[config.mk]
export PLATFORM = sky130hd
export DESIGN_NAME = prv32_mdu
export DESIGN_NICKNAME = d
export VERILOG_FILES = /design/src/rtl/prv32_mdu.sv
export SDC_FILE = /design/constraint.sdc
export NUM_CORES = 1
export LEC_CHECK = 0
export BUFFER_PORTS_ARGS = -buffer_cell sky130_fd_sc_hd__buf_4
export CAP_MARGIN = 20
export CELL_PAD_IN_SITES_DETAIL_PLACEMENT = 1
export CELL_PAD_IN_SITES_GLOBAL_PLACEMENT = 1
export CORE_MARGIN = 1.5
export CORE_UTILIZATION = 41
export CTS_CLUSTER_SIZE = 8
export DETAILED_ROUTE_END_ITERATION = 8
export HOLD_SLACK_MARGIN = 0.06
export PLACE_DENSITY_LB_ADDON = 0.15
export SYNTH_ARGS = -nofsm -noshare
export SYNTH_HDL_FRONTEND = slang
export SYNTH_SLANG_ARGS = --single-unit
[constraint.sdc]
create_clock -name clk_i -period 3.4 [get_ports clk_i]
set_clock_uncertainty 0.15 [all_clocks]
set_input_delay 0.68 -clock clk_i [delete_from_list [all_inputs] [get_ports clk_i]]
set_output_delay 0.68 -clock clk_i [all_outputs]
set_load 0.02 [all_outputs]
[src/rtl/prv32_mdu.sv]
// prv32_mdu: iterative RISC-V M-extension multiply/divide unit, one radix-2 step per cycle.
// Define PRV32_MDU_REM_EN to support REM/REMU; otherwise they finish in one cycle with r=0.
module prv32_mdu #(
   parameter int XLEN = 32
) (
   input  logic            clk_i,
   input  logic            rst_ni,
   input  logic            start_i,
   input  logic            kill_i,
   input  logic [2:0]      op_i,
   input  logic [XLEN-1:0] a_i,
   input  logic [XLEN-1:0] b_i,
   output logic            busy_o,
   output logic            done_o,
   output logic [XLEN-1:0] r_o
);

   localparam int CW = $clog2(XLEN);

   typedef enum logic [1:0] {S_IDLE, S_CALC, S_FIN, S_DONE} state_e;

   state_e          state_q, state_d;
   logic [CW-1:0]   cnt_q, cnt_d;
   logic [2:0]      op_q, op_d;
   logic            sa_q, sa_d;
   logic            sb_q, sb_d;
   logic [XLEN-1:0] bmag_q, bmag_d;
   logic [XLEN-1:0] hi_q, hi_d;
   logic [XLEN-1:0] lo_q, lo_d;
   logic [XLEN-1:0] r_q, r_d;

   logic            in_sa, in_sb, b_zero, div_ovf, fast;
   logic [XLEN-1:0] amag_in, bmag_in, fast_res;

   // Operand decode for a request presented this cycle.
   always_comb begin
      in_sa   = a_i[XLEN-1] & (op_i == 3'b001 || op_i == 3'b010 || op_i == 3'b100 || op_i == 3'b110);
      in_sb   = b_i[XLEN-1] & (op_i == 3'b001 || op_i == 3'b100 || op_i == 3'b110);
      amag_in = in_sa ? -a_i : a_i;
      bmag_in = in_sb ? -b_i : b_i;
      b_zero  = (b_i == '0);
      div_ovf = ~op_i[0] && (a_i == {1'b1, {(XLEN-1){1'b0}}}) && (&b_i);
`ifdef PRV32_MDU_REM_EN
      fast     = op_i[2] & (b_zero | div_ovf);
      fast_res = b_zero ? (op_i[1] ? a_i : '1) : (op_i[1] ? '0 : a_i);
`else
      fast     = op_i[2] & (b_zero | div_ovf | op_i[1]);
      fast_res = op_i[1] ? '0 : (b_zero ? '1 : a_i);
`endif
   end

   logic [XLEN:0]     mul_sum, div_shift;
   logic [XLEN-1:0]   div_trial;
   logic              div_ge;
   logic [2*XLEN-1:0] prod_s;
   logic [XLEN-1:0]   quo_s, fin_res;

   // {hi,lo} is the product accumulator for multiply and {remainder,quotient} for divide.
   always_comb begin
      mul_sum   = {1'b0, hi_q} + {1'b0, bmag_q & {XLEN{lo_q[0]}}};
      div_shift = {hi_q, lo_q[XLEN-1]};
      div_ge    = (div_shift >= {1'b0, bmag_q});
      div_trial = div_shift[XLEN-1:0] - bmag_q;
      prod_s    = (sa_q ^ sb_q) ? -{hi_q, lo_q} : {hi_q, lo_q};
      quo_s     = (sa_q ^ sb_q) ? -lo_q : lo_q;
      case (op_q)
         3'b000:                 fin_res = prod_s[XLEN-1:0];
         3'b001, 3'b010, 3'b011: fin_res = prod_s[2*XLEN-1:XLEN];
`ifdef PRV32_MDU_REM_EN
         3'b110, 3'b111:         fin_res = sa_q ? -hi_q : hi_q;
`endif
         default:                fin_res = quo_s;
      endcase
   end

   always_comb begin
      state_d = state_q;
      cnt_d   = cnt_q;
      op_d    = op_q;
      sa_d    = sa_q;
      sb_d    = sb_q;
      bmag_d  = bmag_q;
      hi_d    = hi_q;
      lo_d    = lo_q;
      r_d     = r_q;
      case (state_q)
         S_IDLE, S_DONE: begin
            state_d = S_IDLE;
            if (start_i && !kill_i) begin
               op_d   = op_i;
               sa_d   = in_sa;
               sb_d   = in_sb;
               bmag_d = bmag_in;
               hi_d   = '0;
               lo_d   = amag_in;
               cnt_d  = '0;
               if (fast) begin
                  r_d     = fast_res;
                  state_d = S_DONE;
               end else begin
                  state_d = S_CALC;
               end
            end
         end
         S_CALC: begin
            if (op_q[2]) begin
               hi_d = div_ge ? div_trial : div_shift[XLEN-1:0];
               lo_d = {lo_q[XLEN-2:0], div_ge};
            end else begin
               hi_d = mul_sum[XLEN:1];
               lo_d = {mul_sum[0], lo_q[XLEN-1:1]};
            end
            cnt_d = cnt_q + CW'(1);
            if (cnt_q == CW'(XLEN-1)) begin
               cnt_d   = '0;
               state_d = S_FIN;
            end
         end
         S_FIN: begin
            r_d     = fin_res;
            state_d = S_DONE;
         end
         default: state_d = S_IDLE;
      endcase
      // A flush abandons the operation and leaves the last result visible.
      if (kill_i) begin
         state_d = S_IDLE;
         r_d     = r_q;
      end
   end

   always_ff @(posedge clk_i) begin
      if (!rst_ni) begin
         state_q <= S_IDLE;
         cnt_q   <= '0;
         op_q    <= '0;
         sa_q    <= 1'b0;
         sb_q    <= 1'b0;
         bmag_q  <= '0;
         hi_q    <= '0;
         lo_q    <= '0;
         r_q     <= '0;
      end else begin
         state_q <= state_d;
         cnt_q   <= cnt_d;
         op_q    <= op_d;
         sa_q    <= sa_d;
         sb_q    <= sb_d;
         bmag_q  <= bmag_d;
         hi_q    <= hi_d;
         lo_q    <= lo_d;
         r_q     <= r_d;
      end
   end

   assign busy_o = (state_q == S_CALC) || (state_q == S_FIN);
   assign done_o = (state_q == S_DONE);
   assign r_o    = r_q;

endmodule

==> results.txt, run 1 <==
The final net count was 2126. Summed over all cells, the static leakage comes to 0.00663 µW. The worst register-to-register path has a depth of 15. For the pin with the worst max-slew slack, the measured transition is 1060 ps. The floorplan has 64 rows.

Number of H-tree branching levels: 4. The cell at the root of the clock tree was clkbuf_16. IR analysis of the VDD net gives a maximum drop of 0.343 mV. The library cell used most frequently in the layout, excluding fill and tap cells, is buf_4. The area of all placed cells without fillers is 0.0164 mm², and the pin count of the biggest net entering global routing is 85. The type of destination of the critical path is a flop. The tool flagged a number of max-cap violations equal to 0.

The clock latency on the worst-skew pair is 470 ps. TritonCTS built the clock tree. Routability-driven placement finished with a final weighted congestion of 0.937. Initial antenna violation count: 0. The detailed-placement wirelength estimate was 38700 µm; the final hold violation count was 0. Summed over all layers, the global routing overflow is 0.

The floorplan step set the die width to 179 µm. The worst hold path begins at kill_i. The die outline height was 179 µm; the total power of the final layout was 5390 µW. In this run the mean area of a mapped cell was 7.33 µm². The critical-path cell with the highest stage delay is or4_4.

Count of buffer and inverter cells on the critical path: 3. Setup violations remaining at the end of the flow were counted as 28. After detailed routing, the number of vias per cell comes to 6.12. Power spread over the standard cell area amounts to 329 mW/mm².

The tools report the startpoint of the lowest-slack register-to-register path as lo_q[0]. In this run, synthesis inferred 0 flip-flops with an integrated enable. The die covers 0.0321 mm². Summing the areas of all fa, ha and maj instances in the mapped netlist gives 7.60% of the synthesized area. The number of clock buffers added by TritonCTS is 17.

The worst register-to-register path ends at hi_q[26]. The maximum achievable frequency was 284 MHz. Clock tree synthesis found a total of 140 sinks. Global routing used 32.0% of the available tracks. The startpoint type of the worst setup path is an input pin. After synthesis the netlist holds a flip-flop and latch count of 140.

Counting distinct cell types in the post-synthesis netlist gives 77. The count of boundary I/O pins is 105, and the data arrival at the endpoint of the critical path is 3760 ps. The area fraction in and, or, nand and nor cells after synthesis is 19.5%. Headroom to the max-slew limit came out at 29.6%. The xor/xnor share of the synthesized area was 11.2%. After clock tree synthesis, the clock-pin slew on the worst setup and hold paths is 80 ps. The post-detailed-route wirelength per cell is 22.3 µm. Setup repair after global routing could not meet its margin everywhere. After synthesis, the largest family of logic cells by area is compound AO/OA/AOI/OAI gates.

The path class of the tightest hold or removal check is in -> reg. The Yosys step of the flow raised 0 warnings. The post-synthesis compound-gate area fraction works out to 30.3%. The wire length of the first global-routing pass came out at 79500 µm.

The flip-flop cell with the highest count after synthesis is dfxtp_1. After the first detailed-routing iteration, the DRC count stood at 1084. Relative to the synthesized area, the layout overhead comes to 29.0%.

The worst setup slack after placement came out at -469 ps. The residual DRC count is 0. The count of buffers added on input and output ports is 104. Counting instances, the worst hold path has a depth of 2. The logs give 1735 for the post-synthesis cell count and 0 for the max-slew violation count. Multiplexer cells account for 4.20% of the synthesized area. Starting density of the core: 41.6%. The critical path goes through buf_4, or4_4, nor4_4, nand4_1, or3_4, nor4_4, or3_4, a31oi_4, nor3_4, buf_4, clkbuf_16, o21ai_0, a21oi_1.

The routed layout has 14600 vias. Floorplan core area: 0.0306 mm². The gate family responsible for the most delay along the worst path was simple AND/OR/NAND/NOR gates.

The top cell types in the final layout, fill and taps aside, are buf_4, nand2_1, a21oi_1, nor2_1, o21ai_0. Final worst-path setup slack: -116 ps. Wires add up to 53300 µm.

The cell area after placement was 0.0152 mm²; the post-route antenna net violation count was 0. In this run, post-CTS hold repair placed 0 buffers. The synthesized netlist occupies a cell area of 0.0127 mm². The final worst-path cycle share came out at 103%.

The number of antenna diodes in the final layout is 0. The setup path with the least slack is of type in -> reg. Sequential cells were found to cover 22.0% of the synthesized design area. The critical path depth is 13.

The worst register-to-register path has a setup slack of -20 ps. The run gives 14300 as the via count of the first global-routing pass. The endpoint required time on the critical path is 3650 ps, and the share of flip-flops with an asynchronous set or reset after synthesis is 0%. The pre-antenna-repair detailed-routing pass consisted of 5 iterations.

The clock passes through at most 2 buffers. For hold timing, the worst endpoint is state_q[1]. The minimum clock period after layout came out at 3520 ps.

The post-synthesis net count was 1882. The run finished, with violations left. Of all nets on the critical path, the largest fanout is 16.

The longest individual stage delay on the worst path works out to 550 ps. The fraction of layout instances using a drive strength above 1 was 23.7%. The checks that failed: negative setup slack.
-- cells by family after synthesis --
kind of cell	after synthesis
xor gates and xnor gates	162
DFF	140
buffers and inverters	171
and+or+nand+nor	523
adders and majority gates	76
AOI/OAI and AO/OA	610
muxes	53
-- worst max-delay path by stage --
stage | startpoint | endpoint
after floorplan | b_i[0] | r_o[11]
after global placement | b_i[1] | r_o[26]
after detailed placement | b_i[0] | r_o[26]
after CTS | bmag_q[2] | hi_q[26]
after global routing | b_i[1] | r_o[15]
final | b_i[11] | r_o[15]
-- power by group --
group	total, µW	internal (µW)	switching (µW)
Sequential	1820	1720	94.2
Clock	1900	1020	878
Combinational	1680	694	982
Total	5390	3440	1950
-- sequential cells by signal (all words and copies together), names as in the netlist --
| name | count |
|---|---|
| bmag_q | 32 |
| cnt_q | 5 |
| sb_q | 1 |
| r_o | 32 |
| sa_q | 1 |
| hi_q | 32 |
| op_q | 3 |
| lo_q | 32 |
| state_q | 2 |
-- final cells by class --
| class | count | area [µm²] |
|---|---|---|
| clock buffer | 18 | 429 |
| sequential | 140 | 2820 |
| timing repair buffer | 325 | 2590 |
| fill | 3840 | 14200 |
| multi-input combinational | 1424 | 9660 |
| clock inverter | 14 | 135 |
| tap | 396 | 495 |
| inverter | 71 | 277 |
-- worst register-to-register path: stages, from the launching register on --
cell and delay [ps]:
dfxtp_4 370, inv_4 80, buf_12 130, nor2_1 50, ha_1 360, nand4_1 170, nor4_1 270, nor2_1 70
buf_4 160, a211oi_2 290, o2111ai_1 170, nand3_1 130, a21o_1 150, a21oi_1 100, or3b_2 450, a32o_1 220
-- Yosys cell counts, types with 4 or more instances --
cell      count  share of area [%]
or2_2         9               0.44
nand2b_1     13               0.64
o41ai_1      13               0.90
a31o_2        4               0.28
a211oi_1     36                2.1
mux2i_1      50                3.9
o31ai_1      23                1.4
xor2_1       77                5.3
a22oi_1      16               0.94
o221ai_1      9               0.62
o21ai_0     159                6.3
or3_1        14               0.69
nand4_1      12               0.59
nor3_1       32                1.3
a41oi_1       5               0.34
o211ai_1     47                2.8
a211o_1       7               0.48
o31a_1        4               0.28
a31oi_1      28                1.4
o22ai_1       5               0.25
clkbuf_1     79                2.3
or4_1        14               0.83
a21o_1       37                2.2
xnor2_1      85                5.9
ha_1         74                7.3
o21bai_1      5               0.30
nor2_1      159                4.7
a21oi_1     167                6.6
nor4_1       11               0.54
and2_1        8               0.39
a311oi_1     12               0.83
nand3_1      28                1.1
buf_2         9               0.35
nor2b_1       9               0.44
dfxtp_1     140                 22
a211oi_2      4               0.39
buf_1        10               0.30
o21a_1        5               0.30
and3_1        7               0.34
inv_1        70                2.1
nand2_1     180                5.3
-- repair_timing --
| item | CTS | global route |
|---|---|---|
| buffers inserted | 3 | 10 |
| pin swaps | 4 | 37 |
| cloned | 0 | 6 |
| setup endpoints to repair | 31 | 62 |
| resized for setup | 12 | 107 |
-- through the flow --
stage          setup TNS, ps  cells  util (%)  hold slack [ps]
2_1_floorplan              0   1735         -              282
3_3_place_gp           -7440   2338      49.8              295
3_5_place_dp          -14170   2338      49.8              310
4_1_cts                    0   2373      51.9              289
5_1_grt                -4680   2388      53.6              309
6_report                -754   2388      53.6              302
-- metal layers --
metal	track usage, %	wire length, µm	vias up
li1	-	-	6806
met4	8.82	1250	0
met3	4.56	3730	98
met2	52.5	24900	547
met1	43.4	23400	7157
met5	0	0	-
Power figures use the tool's default switching activity.
==> run 2, diff against run 1 <==
--- a/config.mk
+++ b/config.mk
@@ -10,7 +10,7 @@
 export CELL_PAD_IN_SITES_DETAIL_PLACEMENT = 1
 export CELL_PAD_IN_SITES_GLOBAL_PLACEMENT = 1
 export CORE_MARGIN = 1.5
-export CORE_UTILIZATION = 41
+export CORE_UTILIZATION = 49
 export CTS_CLUSTER_SIZE = 8
 export DETAILED_ROUTE_END_ITERATION = 8
 export HOLD_SLACK_MARGIN = 0.06
==> constraint.sdc (replaced) <==
create_clock -name clk_i -period 4.38 [get_ports clk_i]
set_clock_uncertainty 0.15 [all_clocks]
set_input_delay 0.876 -clock clk_i [delete_from_list [all_inputs] [get_ports clk_i]]
set_output_delay 0.876 -clock clk_i [all_outputs]
set_load 0.02 [all_outputs]
==> run 2 against run 1 <==
Against the previous run:
- the flow now finishes without violations
- register-to-register slack better by 430 ps
- first-iteration DRC count is 1.7% higher
- design area is 12% lower
- wire length is 8.8% lower
- critical path type is now reg -> reg
- critical endpoint is now r_o[27]
==> results.txt, run 2 (synthesis gave the netlist of run 1 again) <==
The data arrival at the endpoint of the critical path came out at 4190 ps. The tools report the final hold violation count as 0. For the pin with the worst max-slew slack, the measured transition is 1070 ps.

For this run, design rule violations remaining after detail routing come to 0. Along the worst path, the maximum fanout reaches 8. The multi-input combinational cells in the finished layout cover a total of 0.00930 mm². Buffers inserted during clock tree synthesis total 17. For this block, wires on met1 add up to 21400 µm.

The area growth from synthesis to layout is 14.0%. TritonCTS built the clock tree. Once detail routing completed, the nets flagged for antenna violations numbered 0. In this run the vertical extent of the chip is 164 µm. The run gives 7 as the number of iterations in the first detailed-routing pass. Across all setup checks in the final design, the least slack found is 411 ps. The leading cell type in the layout, fill and taps excluded was nand2_1. The tools report the routability-driven placement congestion ratio as 0.941. The run gives 0 as the final-report setup violation count.

Cell at the root of the clock tree: clkbuf_16. The worst register-to-register path begins at lo_q[9]. The detailed-placement wirelength estimate is 35700 µm. The flow ran to the end, and the final reports show no timing, DRC or antenna violations. The signal on the critical path passes through or4_1, nor4_4, buf_4, nand4b_1, nor2_1, nand2_1, a31o_2, o21ai_0, o211ai_1, a31oi_1.

The chip width was 164 µm. In the layout the commonest cells are nand2_1, a21oi_1, o21ai_0, nor2_1, buf_4. In the final timing run, aggregate negative setup slack is 0 ps. The worst pin sits at a relative slew slack of 28.7%. In this run the core area contains 58 standard-cell rows.

The net count of the finished layout is 1949. The tools report the via count of the first global-routing pass as 13800. Detailed routing inserted a total of 14000 vias.

In the global route stage, overall resource usage came out at 36.2%. 105 I/O pins were placed. For the finished layout, the period the worst path requires is 3970 ps. The fraction of layout instances using a drive strength above 1 was 12.5%; the starting density of the core was 50.2%.

Hold repair after CTS inserted 0 buffers. The tools report the pin count of the biggest net entering global routing as 86. The cell-internal power came out at 2590 µW. The number of antenna diodes in the final layout is 0. Combinational cells account for 27.0% of the total power. The die area is 0.0269 mm². Routed signal wires occupy layers up through met5.

The critical-path cell with the highest stage delay was or4_1. The buffer depth of the longest clock path was 2; the max-slew violation count was 0. Of the total power, the share spent switching nets is 35.7%. The worst hold path passes through 2 cells. The worst path uses 90.6% of the clock period.

The tools report the startpoint type of the worst setup path as a flop. Gates resized during post-CTS repair numbered 0. The tools report the type of destination of the critical path as a flop. Measured in cells, the most critical reg-to-reg path has a length of 10. The clock drives 140 sinks. The completed layout was analyzed and its total power is 4040 µW. Setup slack on the worst reg-to-reg path comes out at 410 ps. Using the TritonRoute via totals, the vias-per-cell ratio works out to 6.53.

After clock tree synthesis, the clock-pin slew on the worst setup and hold paths is 80 ps. After detailed routing, the average wire length per cell comes to 22.7 µm. The analysis attributes to net switching a power of 1440 µW. At the worst endpoint, the required time is 4600 ps. Gate family responsible for the most delay along the worst path: simple AND/OR/NAND/NOR gates. Of the total power, the clock network draws 37.7%. The count of buffer and inverter cells on the critical path is 1. IR analysis of the VDD net gives a maximum drop of 0.159 mV.

The tools report the number of H-tree branching levels as 4. For the total setup buffers inserted after CTS, the log shows 0. The core region is 0.0253 mm².

The endpoint of the most critical register-to-register path was r_o[27]. The clock latency on the worst-skew pair is 430 ps. Wire segments on met3 add up to 3660 µm in the final route.

The maximum achievable frequency was 252 MHz. Measured on the finished design, the core utilization comes to 57.2%. The critical path is of the reg -> reg type. The filler cells instantiated in the layout total 3294.

The destination of the worst hold path was cnt_q[1]. The startpoint identified for the worst hold timing path is cnt_q[1]. Setup repair after global routing left no endpoint under its margin. The run gives 0.00280 mm² as the area used by sequential logic in the layout. The total of buffers placed on input and output ports was 104. The run gives 1 as the initial antenna violation count. For this design the ratio of total power to cell area is 278 mW/mm². The wire length on met2 is 21900 µm, and the routed wire length is 48600 µm. Wire length of the first global-routing pass: 76300 µm. The logs give 0 for the overall overflow remaining after global route and 0.00567 µW for the leakage power. Longest individual stage delay on the worst path: 670 ps. The worst setup slack after placement is 208 ps, and the count of max-cap constraint violations is 0. The worst hold path belongs to the class reg -> reg.

The run gives 35.2% as the sequential cell fraction of total power. In this run, the number of DRC markers left after iteration 0 of detailed routing was 1102.
-- run 2: area by class of cell --
class / count / share of cell area, %
inverter: 71 / 1.84
timing repair buffer: 148 / 7.75
clock buffer: 18 / 2.96
clock inverter: 13 / 1.07
tap: 330 / 2.85
sequential: 140 / 19.3
multi-input combinational: 1424 / 64.2
-- run 2: worst max path at each step --
stage                       start       end  slack, ps  depth (start not counted)
after global placement     b_i[0]   r_o[26]        330                         14
after global routing      lo_q[0]  hi_q[25]        110                         15
after detailed placement   b_i[0]   r_o[26]        210                         14
final                     lo_q[9]   r_o[27]        410                         10
after CTS                 lo_q[0]  hi_q[26]        530                         13
after floorplan            b_i[0]   r_o[13]        670                         13
-- run 2: power groups by stage --
stage	logic [µW]	registers (µW)	clock network [µW]
finish	1090	1420	1520
global route	1180	1430	1570
CTS	1070	1420	1520
detailed placement	1050	1450	0
global placement	1020	1440	0
floorplan	675	1430	0
-- run 2: per-stage QoR --
stage | hold slack (ps) | instances | instance area (µm²)
after global placement | 293 | 2113 | 13900
after CTS | 332 | 2144 | 14500
after global routing | 361 | 2144 | 14500
after floorplan | 282 | 1735 | 12700
final | 329 | 2144 | 14500
after detailed placement | 322 | 2113 | 13900
-- run 2: routing by layer --
layer,vias to the layer above,track usage (%)
li1,6454,-
met1,6856,48.5
met2,557,58.0
met3,121,5.83
met4,2,14.0
met5,-,0
-- run 2: worst register-to-register path: stages, from the launching register on --
cell	delay (ps)
dfxtp_1	380
or4_1	670
nor4_4	190
buf_4	200
nand4b_1	410
nor2_1	510
nand2_1	280
a31o_2	320
o21ai_0	450
o211ai_1	170
a31oi_1	170
==> run 3, diff against run 2 <==
--- a/config.mk
+++ b/config.mk
@@ -10,7 +10,7 @@
 export CELL_PAD_IN_SITES_DETAIL_PLACEMENT = 1
 export CELL_PAD_IN_SITES_GLOBAL_PLACEMENT = 1
 export CORE_MARGIN = 1.5
-export CORE_UTILIZATION = 49
+export CORE_UTILIZATION = 30
 export CTS_CLUSTER_SIZE = 8
 export DETAILED_ROUTE_END_ITERATION = 8
 export HOLD_SLACK_MARGIN = 0.06
==> run 3 against run 2 <==
Against the previous run:
- via count shrank 4.1%
- critical path depth grew 3
- core utilization shrank 21 points
- clock-buffer cell count up 5
- sequential power hardly changed
- global-route usage is 12 points lower
- critical endpoint is now hi_q[30]
- largest cell class unchanged
- largest power group unchanged
==> results.txt, run 3 (synthesis gave the netlist of run 1 again) <==
The post-route netlist has 13.5% of its cells at a drive strength greater than 1. For the worst setup slack after placement, the log shows 202 ps. Path type of the worst setup path: reg -> reg. For the final net count, the log shows 1970.

The final layout contains routed wiring with a total length of 51900 µm. In this run the horizontal extent of the chip is 209 µm. Combinational logic is responsible for 26.2% of the overall power. Of the available clock period, the critical path in the final layout requires 88.0%. The pin count of the biggest net entering global routing was 85. The worst-case IR drop observed on VDD is 0.210 mV. Once detailed placement completed, the half-perimeter wirelength came to 40000 µm. Of the total power, the clock network draws 39.6%. Summing over every cut layer, the via total after detailed routing is 13400. In the layout the commonest cells are nand2_1, buf_4, a21oi_1, o21ai_0, nor2_1. The buffer depth of the longest clock path came out at 2.

The finished layout holds 2375 standard cells, fillers aside. The floorplan step defined a die boundary enclosing 0.0436 mm². The diode insertion count for antenna repair is 0, and the final worst-path setup slack is 525 ps.

Relative to the synthesized area, the layout overhead comes to 17.9%. For the finished layout, the period the worst path requires is 3850 ps. The clock edge transition at the registers on the reported setup and hold paths was 70 ps; the total of buffers placed on input and output ports was 104. In the routed layout, each cell is associated on average with a via count of 5.65.

TritonCTS built the clock tree. For the via count of the first global-routing pass, the log shows 13400. STA classifies the critical path startpoint as a flop. The switching portion of total power works out to 34.0%. The instance count after placement with tap cells included was 2343. The logs give 0.855 for the routability-driven placement congestion ratio and 4170 µW for the total power of the final layout. Setup violations remaining at the end of the flow were counted as 0.

In this run the clock root is driven by a clkbuf_16. The wire length of the first global-routing pass is 80500 µm. Pin placement for this block handled 105 I/O pins. The worst slew margin relative to its limit came out at 26.1%. Across the run, the number of max-cap violations was 0. Summed over all nets, the switching power comes to 1420 µW. The logs give 4080 ps for the data arrival at the endpoint of the critical path and 0 for the final hold violation count.

The number of hold-repair buffers added at the cts stage was 0. The run gives 23.8% as the overall global routing resource usage. STA classifies the critical path endpoint as a flop.

After floorplanning, the core was divided into 75 placement rows. In this run the static leakage power is 0.00582 µW. The number of H-tree branching levels was 4; the post-route antenna net violation count was 0. The total CTS buffers is 17. The worst-path maximum fanout was 11; the footprint of the multi-input gates was 0.00932 mm².

In the final timing run, aggregate negative setup slack is 0 ps. The run finished with clean final reports. The tools report the post-cts resize count as 0. After global routing the overflow that remains totals 0. The transition at the pin with the smallest max-transition slack was 1110 ps.

In the routed design, unresolved DRC markers number 0. Based on the critical path, the design can be clocked at up to 259 MHz. Max-slew violation count: 0.

The TritonCTS sink count was 140. Setup repair after global routing left no endpoint under its margin. The filler cells instantiated in the layout total 5171.

Endpoint required time on the critical path: 4610 ps. The worst min-delay path class is reg -> reg. The initial utilization of the core area, before any placement, comes to 30.4%. After the first detailed-routing iteration, the DRC count stood at 841. Leaving out fill and tap cells, the most frequent cell in the layout is nand2_1. The floorplan core area was 0.0419 mm²; the cell-internal power was 2750 µW. For the initial antenna violation count, the log shows 0. Of the total power, registers draw 34.2%.

The clock latency on the worst-skew pair was 470 ps; the number of iterations in the first detailed-routing pass was 5. The area used by sequential logic in the layout is 0.00280 mm², and the die outline height is 209 µm. After detailed routing, the average wire length per cell comes to 21.8 µm. The total setup buffers inserted after CTS is 0.

In this run the power density over the cells is 278 mW/mm².
## run 3: worst max-delay path: stages (launching register included)
cell and delay [ps]:
dfxtp_1 510, inv_1 310, buf_4 260, nor2_1 100, ha_1 320, a21oi_1 240, o21ai_0 180, a221o_1 380
o21ai_0 180, a31oi_1 190, a21oi_1 390, nor3_1 90, a211o_1 250, a211oi_1 210
## run 3: final timing paths
path               to      from  depth (start not counted)  slack (ps)
max          hi_q[30]   lo_q[0]                         13         530
max reg2reg  hi_q[30]   lo_q[0]                         13         530
min          cnt_q[4]  cnt_q[4]                          2         310
min reg2reg  cnt_q[4]  cnt_q[4]                          2         310
## run 3: layout make-up
class / instances / area share [%]
clock inverters: 9 / 1.06
flip-flops and latches: 140 / 18.7
well taps: 539 / 4.50
repair buffers: 169 / 8.63
clock buffers: 23 / 3.19
multi-input cells: 1424 / 62.2
inverters: 71 / 1.78
## run 3: through the flow
step | hold WS (ps) | instance area (µm²) | util, %
after global placement | 295 | 14400 | 34.3
after detailed placement | 299 | 14400 | 34.3
final | 308 | 15000 | 35.8
after CTS | 309 | 15000 | 35.8
after global routing | 338 | 15000 | 35.8
after floorplan | 282 | 12700 | -
## run 3: power by group through the flow
stage | combinational, µW | clock, µW | sequential [µW]
after CTS | 1090 | 1680 | 1420
final | 1090 | 1650 | 1420
after floorplan | 675 | 0 | 1430
after global placement | 1070 | 0 | 1450
after detailed placement | 1090 | 0 | 1450
after global routing | 1200 | 1730 | 1430
## run 3: layer usage
metal	routed length (µm)	up-vias	global-route usage (%)	part of all wire, %
met5	127	-	2.11	0.24
met4	828	2	6.02	1.6
met3	2080	46	2.87	4.0
met2	23700	281	38.2	46
met1	25100	6574	33.4	48
li1	-	6510	-	-
